==> src/rtl/jtag_pkg.sv <==
`default_nettype none
// ============================================================================
// Module      : jtag_pkg
// Description : Shared TAP state encoding, op codes and the TAP transition
//               table used by the JTAG initiator.
// Revision    : 1.0 - initial release
// ============================================================================
package jtag_pkg;

    localparam int c_MAX_LEN           = 32;
    localparam int c_LEN_W             = 6;
    localparam int c_RESET_TMS_CYCLES  = 5;

    localparam logic [1:0] c_OP_DR     = 2'd0;
    localparam logic [1:0] c_OP_IR     = 2'd1;
    localparam logic [1:0] c_OP_RESET  = 2'd2;
    localparam logic [1:0] c_OP_NOP    = 2'd3;

    typedef enum logic [3:0] {
        TAP_TLR       = 4'd0,
        TAP_RTI       = 4'd1,
        TAP_SEL_DR    = 4'd2,
        TAP_CAP_DR    = 4'd3,
        TAP_SHIFT_DR  = 4'd4,
        TAP_EXIT1_DR  = 4'd5,
        TAP_PAUSE_DR  = 4'd6,
        TAP_EXIT2_DR  = 4'd7,
        TAP_UPDATE_DR = 4'd8,
        TAP_SEL_IR    = 4'd9,
        TAP_CAP_IR    = 4'd10,
        TAP_SHIFT_IR  = 4'd11,
        TAP_EXIT1_IR  = 4'd12,
        TAP_PAUSE_IR  = 4'd13,
        TAP_EXIT2_IR  = 4'd14,
        TAP_UPDATE_IR = 4'd15
    } tap_state_t;

    typedef enum logic [1:0] {
        S_IDLE   = 2'd0,
        S_ACTIVE = 2'd1,
        S_RESP   = 2'd2
    } op_state_t;

    function automatic tap_state_t tap_next(input tap_state_t s, input logic tms);
        tap_state_t n;
        case (s)
            TAP_TLR:       n = tms ? TAP_TLR       : TAP_RTI;
            TAP_RTI:       n = tms ? TAP_SEL_DR    : TAP_RTI;
            TAP_SEL_DR:    n = tms ? TAP_SEL_IR    : TAP_CAP_DR;
            TAP_CAP_DR:    n = tms ? TAP_EXIT1_DR  : TAP_SHIFT_DR;
            TAP_SHIFT_DR:  n = tms ? TAP_EXIT1_DR  : TAP_SHIFT_DR;
            TAP_EXIT1_DR:  n = tms ? TAP_UPDATE_DR : TAP_PAUSE_DR;
            TAP_PAUSE_DR:  n = tms ? TAP_EXIT2_DR  : TAP_PAUSE_DR;
            TAP_EXIT2_DR:  n = tms ? TAP_UPDATE_DR : TAP_SHIFT_DR;
            TAP_UPDATE_DR: n = tms ? TAP_SEL_DR    : TAP_RTI;
            TAP_SEL_IR:    n = tms ? TAP_TLR       : TAP_CAP_IR;
            TAP_CAP_IR:    n = tms ? TAP_EXIT1_IR  : TAP_SHIFT_IR;
            TAP_SHIFT_IR:  n = tms ? TAP_EXIT1_IR  : TAP_SHIFT_IR;
            TAP_EXIT1_IR:  n = tms ? TAP_UPDATE_IR : TAP_PAUSE_IR;
            TAP_PAUSE_IR:  n = tms ? TAP_EXIT2_IR  : TAP_PAUSE_IR;
            TAP_EXIT2_IR:  n = tms ? TAP_UPDATE_IR : TAP_SHIFT_IR;
            TAP_UPDATE_IR: n = tms ? TAP_SEL_DR    : TAP_RTI;
            default:       n = TAP_TLR;
        endcase
        return n;
    endfunction

endpackage
`default_nettype wire

==> src/rtl/tap_state_tracker.sv <==
`default_nettype none
// ============================================================================
// Module      : tap_state_tracker
// Description : Shadow copy of the target TAP state machine, advanced by the
//               TMS value driven during the preceding cycle.
// Revision    : 1.0 - initial release
// ============================================================================
module tap_state_tracker
    import jtag_pkg::*;
(
    input  logic       TCLK,
    input  logic       TRST,
    input  logic       TMS,
    output logic [3:0] STATE
);

    tap_state_t r_state;
    tap_state_t w_next;

    always_comb begin
        w_next = tap_next(r_state, TMS);
    end

    always_ff @(posedge TCLK) begin
        if (TRST) begin
            r_state <= TAP_TLR;
        end else begin
            r_state <= w_next;
        end
    end

    assign STATE = r_state;

endmodule
`default_nettype wire

==> src/rtl/jtag_tap_driver.sv <==
`default_nettype none
// ============================================================================
// Module      : jtag_tap_driver
// Description : JTAG initiator; sequences TMS for DR/IR scans and TAP reset,
//               shifts TDI LSB first and captures TDO into the response.
// Revision    : 1.0 - initial release
// ============================================================================
module jtag_tap_driver
    import jtag_pkg::*;
#(
    parameter int MAX_LEN = c_MAX_LEN,
    parameter int LEN_W   = c_LEN_W
) (
    input  logic               TCLK,
    input  logic               TRST,
    input  logic               cmd_valid,
    output logic               cmd_ready,
    input  logic [1:0]         cmd_op,
    input  logic [LEN_W-1:0]   cmd_len,
    input  logic [MAX_LEN-1:0] cmd_data,
    output logic               TMS,
    output logic               TDI,
    input  logic               TDO,
    output logic               rsp_valid,
    output logic [MAX_LEN-1:0] rsp_data,
    output logic [3:0]         STATE
);

    op_state_t          r_fsm;
    op_state_t          w_fsm_nxt;
    logic [1:0]         r_op;
    logic [LEN_W-1:0]   r_len;
    logic [LEN_W-1:0]   r_cnt;
    logic [MAX_LEN-1:0] r_shift;
    logic [MAX_LEN-1:0] r_cap;
    logic [MAX_LEN-1:0] r_rsp_data;

    logic [3:0]         w_state;
    tap_state_t         w_tap;
    logic               w_tms;
    logic               w_accept;
    logic               w_cmd_is_scan;
    logic [LEN_W-1:0]   w_len_clamped;
    logic               w_shifting;
    logic               w_last_bit;
    logic               w_done;

    tap_state_tracker u_tracker (
        .TCLK  (TCLK),
        .TRST  (TRST),
        .TMS   (w_tms),
        .STATE (w_state)
    );

    assign w_tap = tap_state_t'(w_state);

    assign w_accept      = cmd_valid && cmd_ready;
    assign w_cmd_is_scan = (cmd_op != c_OP_RESET) && (cmd_op != c_OP_NOP);
    assign w_len_clamped = (cmd_len > LEN_W'(MAX_LEN)) ? LEN_W'(MAX_LEN) : cmd_len;

    assign w_shifting = (r_fsm == S_ACTIVE) &&
                        ((w_tap == TAP_SHIFT_DR) || (w_tap == TAP_SHIFT_IR));
    assign w_last_bit = (r_cnt == (r_len - LEN_W'(1)));

    // Non-reset ops with r_len==0 (NOP or empty scan) finish after one cycle.
    always_comb begin
        w_done = 1'b0;
        if (r_fsm == S_ACTIVE) begin
            if (r_op == c_OP_RESET) begin
                w_done = (r_cnt == LEN_W'(c_RESET_TMS_CYCLES));
            end else if (r_len == '0) begin
                w_done = 1'b1;
            end else begin
                w_done = (w_tap == TAP_UPDATE_DR) || (w_tap == TAP_UPDATE_IR);
            end
        end
    end

    always_comb begin
        w_tms = 1'b0;
        if (r_fsm == S_ACTIVE) begin
            if (r_op == c_OP_RESET) begin
                w_tms = (r_cnt < LEN_W'(c_RESET_TMS_CYCLES));
            end else if (r_len != '0) begin
                case (w_tap)
                    TAP_RTI:      w_tms = 1'b1;
                    TAP_SEL_DR:   w_tms = (r_op == c_OP_IR);
                    TAP_SEL_IR:   w_tms = 1'b0;
                    TAP_CAP_DR,
                    TAP_CAP_IR:   w_tms = 1'b0;
                    TAP_SHIFT_DR,
                    TAP_SHIFT_IR: w_tms = w_last_bit;
                    TAP_EXIT1_DR,
                    TAP_EXIT1_IR: w_tms = 1'b1;
                    default:      w_tms = 1'b0;
                endcase
            end
        end
    end

    always_comb begin
        w_fsm_nxt = r_fsm;
        case (r_fsm)
            S_IDLE,
            S_RESP:   w_fsm_nxt = w_accept ? S_ACTIVE : S_IDLE;
            S_ACTIVE: if (w_done) w_fsm_nxt = S_RESP;
            default:  w_fsm_nxt = S_IDLE;
        endcase
    end

    always_ff @(posedge TCLK) begin
        if (TRST) begin
            r_fsm      <= S_IDLE;
            r_op       <= 2'd0;
            r_len      <= '0;
            r_cnt      <= '0;
            r_shift    <= '0;
            r_cap      <= '0;
            r_rsp_data <= '0;
        end else begin
            r_fsm <= w_fsm_nxt;
            if (w_accept) begin
                r_op    <= cmd_op;
                r_len   <= w_cmd_is_scan ? w_len_clamped : '0;
                r_cnt   <= '0;
                r_shift <= cmd_data;
                r_cap   <= '0;
            end else if (r_fsm == S_ACTIVE) begin
                if (r_op == c_OP_RESET) begin
                    r_cnt <= r_cnt + LEN_W'(1);
                end else if (w_shifting) begin
                    r_shift <= r_shift >> 1;
                    r_cap   <= r_cap | (MAX_LEN'(TDO) << r_cnt);
                    r_cnt   <= r_cnt + LEN_W'(1);
                end
                if (w_done) begin
                    r_rsp_data <= r_cap;
                end
            end
        end
    end

    assign cmd_ready = (r_fsm != S_ACTIVE) && (w_tap == TAP_RTI);
    assign TMS       = w_tms;
    assign TDI       = w_shifting ? r_shift[0] : 1'b0;
    assign rsp_valid = (r_fsm == S_RESP);
    assign rsp_data  = r_rsp_data;
    assign STATE     = w_state;

endmodule
`default_nettype wire

==> config.mk <==
export PLATFORM = sky130hd
export DESIGN_NAME = jtag_tap_driver
export DESIGN_NICKNAME = d
export VERILOG_FILES = /design/src/rtl/jtag_pkg.sv /design/src/rtl/tap_state_tracker.sv /design/src/rtl/jtag_tap_driver.sv
export SDC_FILE = /design/constraint.sdc
export NUM_CORES = 1
export LEC_CHECK = 0
export BUFFER_PORTS_ARGS = -buffer_cell sky130_fd_sc_hd__buf_2
export CAP_MARGIN = 20
export CORE_ASPECT_RATIO = 1.25
export CORE_MARGIN = 4
export CORE_UTILIZATION = 55
export CTS_CLUSTER_SIZE = 8
export DETAILED_ROUTE_END_ITERATION = 8
export HOLD_SLACK_MARGIN = 0.06
export PLACE_DENSITY_LB_ADDON = 0.15
export SLEW_MARGIN = 10
export SYNTH_ARGS = -nofsm -noshare
export SYNTH_HDL_FRONTEND = slang
export SYNTH_SLANG_ARGS = --single-unit
==> constraint.sdc <==
create_clock -name TCLK -period 3.34 [get_ports TCLK]
set_input_delay 0.167 -clock TCLK [delete_from_list [all_inputs] [get_ports TCLK]]
set_output_delay 0.167 -clock TCLK [all_outputs]
set_load 0.005 [all_outputs]
# ---- Word level (Yosys, flattened, before mapping)
# Index checks and enable logic that the tools add are counted.
dict set report classes {
  n_addsub 2
  magnitude_cmp 2
  n_eq_ne 26
  shifts 1
  mux 32
  bitwise_logic 3
  n_reduce_logical 24
}
# op count
set ops {}
lappend ops {{32-bit two-way mux} 4}
lappend ops {{4-bit case mux with 12 select lines} 1}
lappend ops {{4-bit == test, second input constant} 8}
lappend ops {{32-bit bitwise OR} 1}
lappend ops {{1-bit by 6-bit << shifter with 32-bit output} 1}
lappend ops {{6-bit two-way mux} 4}
lappend ops {{4-bit by 3-bit == test with 1-bit output, second input constant} 4}
lappend ops {{4-bit two-way mux} 4}
lappend ops {{1-bit two-way mux} 11}
lappend ops {{2-bit OR reduction} 5}
lappend ops {{3-bit AND reduction} 3}
lappend ops {{4-bit by 2-bit == test with 1-bit output, second input constant} 2}
lappend ops {{2-bit two-way mux} 4}
lappend ops {{2-bit != test, second input constant} 4}
lappend ops {{6-bit by 1-bit adder with 6-bit output, second input constant} 1}
lappend ops {{6-bit by 3-bit == test with 1-bit output, second input constant} 1}
lappend ops {{6-bit == test} 1}
lappend ops {{6-bit greater-than comparator, second input constant} 1}
lappend ops {{6-bit zero test} 1}
lappend ops {{6-bit by 3-bit < comparator with 1-bit output, second input constant} 1}
lappend ops {{3-bit two-way mux} 2}
lappend ops {{2-bit nonzero test} 3}
lappend ops {{6-bit nonzero test} 1}
lappend ops {{3-bit OR reduction} 2}
lappend ops {{other kinds (13)} 20}
dict set report word_totals {
  reg_bits 116
  inputBits 44
  output_inout_bits 40
  elab_cells 98
}

# ---- Logic depth before layout (Yosys ltp)
dict set report logic_depth {
  ltp_word 8
  ltp_mapped 9
  depth_no_buf 8
}

# ---- By module
# From an unflattened synthesis, not the netlist that was laid out.
dict set report unflattened {
  cells_unflattened 534
  area_unflattened_um2 5074.9
}
# mod instances cells_per_inst area_per_inst_um2 seq_area_each_um2
set by_module_without_submodules {}
lappend by_module_without_submodules {jtag_tap_driver 1 495 4743.3 2242.2}
lappend by_module_without_submodules {tap_state_tracker 1 39 331.6 80.1}

# ---- Worst setup path after synthesis
# OpenSTA, ideal clock, no wires.
dict set report synth_timing {
  kind {reg2reg}
  from {reg r_len[0]}
  to {reg u_tracker.r_state[0], in the netlist u_tracker.STATE[0]}
  setup_ps 79
  arrival_ps 2042
  t_required_ps 3261
  setup_slack_ps 1218
  stages_incl_launch_ff 9
  path_buffers 0
  synth_period_minus_slack_ps 2122
  cell_sequence {dfxtp_1 -> inv_1 -> ha_1 -> and2_4 -> o21a_1 -> o31ai_2 -> a31oi_4 -> a211o_1 -> a211oi_2}
}
dict set report synth_via {
  elab_chain_len 8
  elab_cells_between_ends 14
  classes_between {1 x add/sub; 1 x eq/ne; 11 x mux; 1 x reduce/logical}
}
# element line_no
set synth_rtl {}
lappend synth_rtl {{from (decl)} jtag_tap_driver.sv:32} ;# logic [LEN_W-1:0] r_len;
lappend synth_rtl {{from (signal assigned)} jtag_tap_driver.sv:124} ;# r_len <= w_cmd_is_scan ? w_len_clamped : '0;
lappend synth_rtl {{6-bit by 1-bit subtractor with 6-bit output} jtag_tap_driver.sv:63} ;# assign w_last_bit = (r_cnt == (r_len - LEN_W'(1)));
lappend synth_rtl {{6-bit == test} jtag_tap_driver.sv:63}
lappend synth_rtl {{1-bit case mux with 3 select lines} jtag_tap_driver.sv:85} ;# case (w_tap)
lappend synth_rtl {{1-bit two-way mux (*)} jtag_tap_driver.sv:84} ;# end else if (r_len != '0) begin
lappend synth_rtl {{1-bit two-way mux (*)} jtag_tap_driver.sv:82} ;# if (r_op == c_OP_RESET) begin
lappend synth_rtl {{1-bit two-way mux (*)} jtag_tap_driver.sv:81} ;# if (r_fsm == S_ACTIVE) begin
lappend synth_rtl {{2-bit two-way mux (tied with other cells)} --}
lappend synth_rtl {{4-bit case mux with 12 select lines (*)} jtag_pkg.sv:46} ;# case (s)
lappend synth_rtl {{to (signal assigned)} tap_state_tracker.sv:28} ;# r_state <= w_next;
lappend synth_rtl {{to (decl)} tap_state_tracker.sv:17} ;# tap_state_t r_state;
# Mark *: on every way between the ends. The rest lies on a longest branch, timed or not.
# A chain may end at the register's enable or synchronous reset.

# ---- Worst setup path after layout
dict set report layout_timing {
  from {reg u_tracker.r_state[1], in the netlist u_tracker.STATE[1]}
  to {out TMS}
}
dict set report layout_via {
  elab_chain_len 6
  elab_cells_between_ends 12
  classes_between {6 x eq/ne; 4 x mux; 2 x reduce/logical}
}
# element line_no
set layout_rtl {}
lappend layout_rtl {{4-bit by 1-bit == test with 1-bit output (tied with other cells)} jtag_tap_driver.sv:85}
lappend layout_rtl {{3-bit OR reduction (no source line) / 2-bit OR reduction (equally long branches)} --}
lappend layout_rtl {{1-bit case mux with 3 select lines (*)} jtag_tap_driver.sv:85}
lappend layout_rtl {{1-bit two-way mux (*)} jtag_tap_driver.sv:84}
lappend layout_rtl {{1-bit two-way mux (*)} jtag_tap_driver.sv:82}
lappend layout_rtl {{1-bit two-way mux (*)} jtag_tap_driver.sv:81}
lappend layout_rtl {{to (decl)} jtag_tap_driver.sv:21} ;# output logic TMS,
# Marked as above.

==> run_results.csv <==
group,metric,value,unit
route,routed_wl,11.9,mm
floorplanning,rows,38,
global_route,grtUsageMet1,25.7,%
power,power.share.sequential,42.2,%
logic_synthesis,ys_types,51,
min_path,hold_path_class,"primary input to flip-flop",
placed_design,place.gp.congestion,0.812,
timing,drv_slew,0,
setup_path,r2r-start,"u_tracker.STATE[2]$_SDFF_PP0_",
logic_synthesis,syn_nets,594,
floorplanning,dieArea,10700,sq um
logic_synthesis,ys.flop_type,"dfxtp_1",
global_route,grtUsageTotal,23.4,%
timing,fmax,0.363,GHz
route,dr.first_iter.drc_count,168,
global_route,busiest_layer,"met2",
global_route,grt_pass1_wl,19.7,mm
min_path,min_from,"cmd_valid",
logic_synthesis,syn_inst,545,
route,detail_route.vias_per_cell,5.35,
power,internal-power,2680,uW
status,status,"finished, final reports clean",
route,drtPass1Iterations,4,
setup_path,critical_path.top_delay_family,"compound AO/OA/AOI/OAI gates",
floorplanning,floorplan.initialDensity,56.9,%
timing,worst_slew_pin_slew,781,ps
placed_design,place_area,5460,sq um
setup_path,slowest_stage,"dfxtp_1",
power,power.share.clock,50.6,%
layout,nFillCells,645,
timing,clock_skew,8.01,ps
clock_tree,clkSinkCount,116,
clock_tree,clk_pin_slew,60,ps
power,power.leakage,0.00281,uW
power,finalPower,3440,uW
setup_path,cpPeakStageDelay,750,ps
power,swShare,22.0,%
floorplanning,die_w,93.3,microns
placed_design,place_hpwl,7.38,mm
logic_synthesis,async_flop_share,0,%
route,route.detailed.drc,0,
layout,drive_above_1_share,19.8,%
logic_synthesis,synth_area,5000,sq um
timing,setup_violations,0,
clock_tree,root_buffer,"clkbuf_8",
setup_path,path_class,"flip-flop to output port",
floorplanning,core-area,8800,sq um
setup_path,critical_path_buf_inv_count,2,
route,wl_per_cell,15.0,microns
setup_path,cp_max_fo,21,
timing,fin_crit_sh,82.5,%
layout,syn2layout_area_growth,29.9,%
global_route,first_global_vias,4189,
power,ir_drop,0.000349,V
floorplanning,num_io_pins,84,
global_route,overflow,0,
logic_synthesis,ys_ff_latch,116,
layout,finalInstanceArea,6490,sq um
setup_path,critPathArrivalTime,2590,ps
clock_tree,clock_latency,520,ps
placed_design,portBuffers,83,
logic_synthesis,yosysSeqAreaShare,46.4,%
setup_path,critPathLaunch,"u_tracker.STATE[1]$_SDFF_PP0_",
route,final_antenna_net_count,0,
logic_synthesis,syn_avg_cell_area,9.18,sq um
timing,rsz0062_at_grt,"false",
layout,nNetsFinal,707,
setup_path,start_kind,"flip-flop",
timing,finalHoldViolations,0,
logic_synthesis,yosys_warnings,0,
logic_synthesis,synth_edf_count,0,
layout,final_util,73.8,%
power,power_density,529,nW/um^2
clock_tree,htree_num_levels,4,
global_route,grt.met3_usage,6.31,%
setup_path,cp.required,3170,ps
global_route,grt_use_met2,41.5,%
route,vias,4240,
timing,max-slew-margin-rel,47.9,%
timing,timing.setup.tns,0,ps
setup_path,cp-end-kind,"output port",
global_route,grt_max_degree,77,
power,comb_power_share,7.2,%
clock_tree,cts_tree,"done",
clock_tree,clockBufferDepth,2,
clock_tree,cts_made_buffers,17,
global_route,antenna_found_initial,1,
setup_path,crit_chain,"and3b_1 > a211oi_1 > o21ai_2 > a31oi_4 > inv_1 > buf_2",
power,p_switching,757,uW
floorplanning,die_h,115,microns
timing,finalCriticalPeriod,2760,ps
flow_run,maxCapViolCount,0,
==> flip-flops by register name (all words and copies together), names as in the netlist <==
register and flops:
r_cap 32, r_shift 32, rsp_data 32, r_cnt 6, r_len 6, u_tracker.STATE 4
r_fsm 2, r_op 2
==> power groups by stage <==
stage | Combinational, uW | Clock (uW) | Sequential, uW
6_report | 248 | 1740 | 1450
5_1_grt | 271 | 1830 | 1450
4_1_cts | 242 | 1760 | 1450
3_5_place_dp | 203 | 0 | 1480
3_3_place_gp | 199 | 0 | 1480
2_1_floorplan | 146 | 0 | 1470
==> what timing repair did <==
item,in CTS,in global routing
resized for setup,0,0
endpoints found under the hold margin,42,0
hold buffers,45,0
setup buffers,0,0
==> layer usage <==
layer | up-vias | part of all wire (%)
met5 | - | 0
met2 | 115 | 51
met3 | 32 | 4.8
met4 | 0 | 3.1
li1 | 2143 | -
met1 | 1950 | 41
==> worst paths after layout <==
check	to	slack, ps	cells after the start
max	TMS	580	6
min	r_op[0]$_SDFFE_PP0P_	210	4
max reg2reg	r_cap[13]$_SDFFE_PP0P_	880	7
min reg2reg	r_cap[31]$_SDFFE_PP0P_	460	2
==> worst min-delay path, delay by kind of cell <==
kind	cells	cell delay, ps
compound gates	1	50
buf+inv	1	110
simple gates	2	350
==> kinds of logic after synthesis <==
family	count (synthesis)	synth area share, %
DFF	116	46.4
muxes	65	13.0
adders and majority gates	5	1.25
AOI/OAI and AO/OA	109	14.9
xor gates and xnor gates	12	2.10
and+or+nand+nor	189	17.8
buffers and inverters	49	4.43
==> placed cells by master (no fill, tap or decap), types with 5 or more instances in the layout <==
| cell type | n |
|---|---|
| clkbuf_16 | 16 |
| a21oi_1 | 42 |
| and3_1 | 8 |
| nand3_1 | 9 |
| a211oi_1 | 34 |
| nor3_1 | 5 |
| dfxtp_1 | 116 |
| nand2_1 | 18 |
| clkbuf_8 | 5 |
| buf_2 | 83 |
| inv_1 | 8 |
| o21a_1 | 6 |
| ha_1 | 5 |
| xnor2_1 | 6 |
| buf_4 | 5 |
| xor2_1 | 6 |
| nor2_1 | 114 |
| mux2i_1 | 65 |
| dlygate4sd3_1 | 45 |
| and2_1 | 8 |
==> through the flow <==
stage	setup slack (ps)	hold WS [ps]	instances
2_1_floorplan	1220	303	545
3_3_place_gp	987	417	714
3_5_place_dp	931	430	714
4_1_cts	579	209	791
5_1_grt	370	240	792
6_report	583	212	792
==> cell usage after synthesis, types with 3 or more instances <==
master / number / share of area (%)
a211oi_1: 34 / 5.1
a21oi_1: 42 / 4.2
a311oi_1: 3 / 0.53
a31oi_1: 3 / 0.38
and2_1: 8 / 1.0
and3_1: 8 / 1.0
buf_2: 12 / 1.2
clkbuf_1: 23 / 1.7
dfxtp_1: 116 / 46
ha_1: 5 / 1.3
inv_1: 8 / 0.60
mux2i_1: 65 / 13
nand2_1: 19 / 1.4
nand2b_1: 3 / 0.38
nand3_1: 9 / 0.90
nand4_1: 3 / 0.38
nor2_1: 114 / 8.6
nor2b_1: 3 / 0.38
nor3_1: 5 / 0.50
o21a_1: 6 / 0.90
o21ai_0: 3 / 0.30
xnor2_1: 6 / 1.1
xor2_1: 6 / 1.1
==> final cells by class <==
class                      instances  area, sq um  share of cell area [%]
antenna                            1         2.50                  0.0385
clock buffer                      24          480                    7.40
clock inverter                     8         98.8                    1.52
inverter                           8         30.0                   0.462
multi-input combinational        380         2470                    38.0
sequential                       116         2320                    35.8
tap                              120          150                    2.31
timing repair buffer             135          943                    14.5
Power figures use the tool's default switching activity.
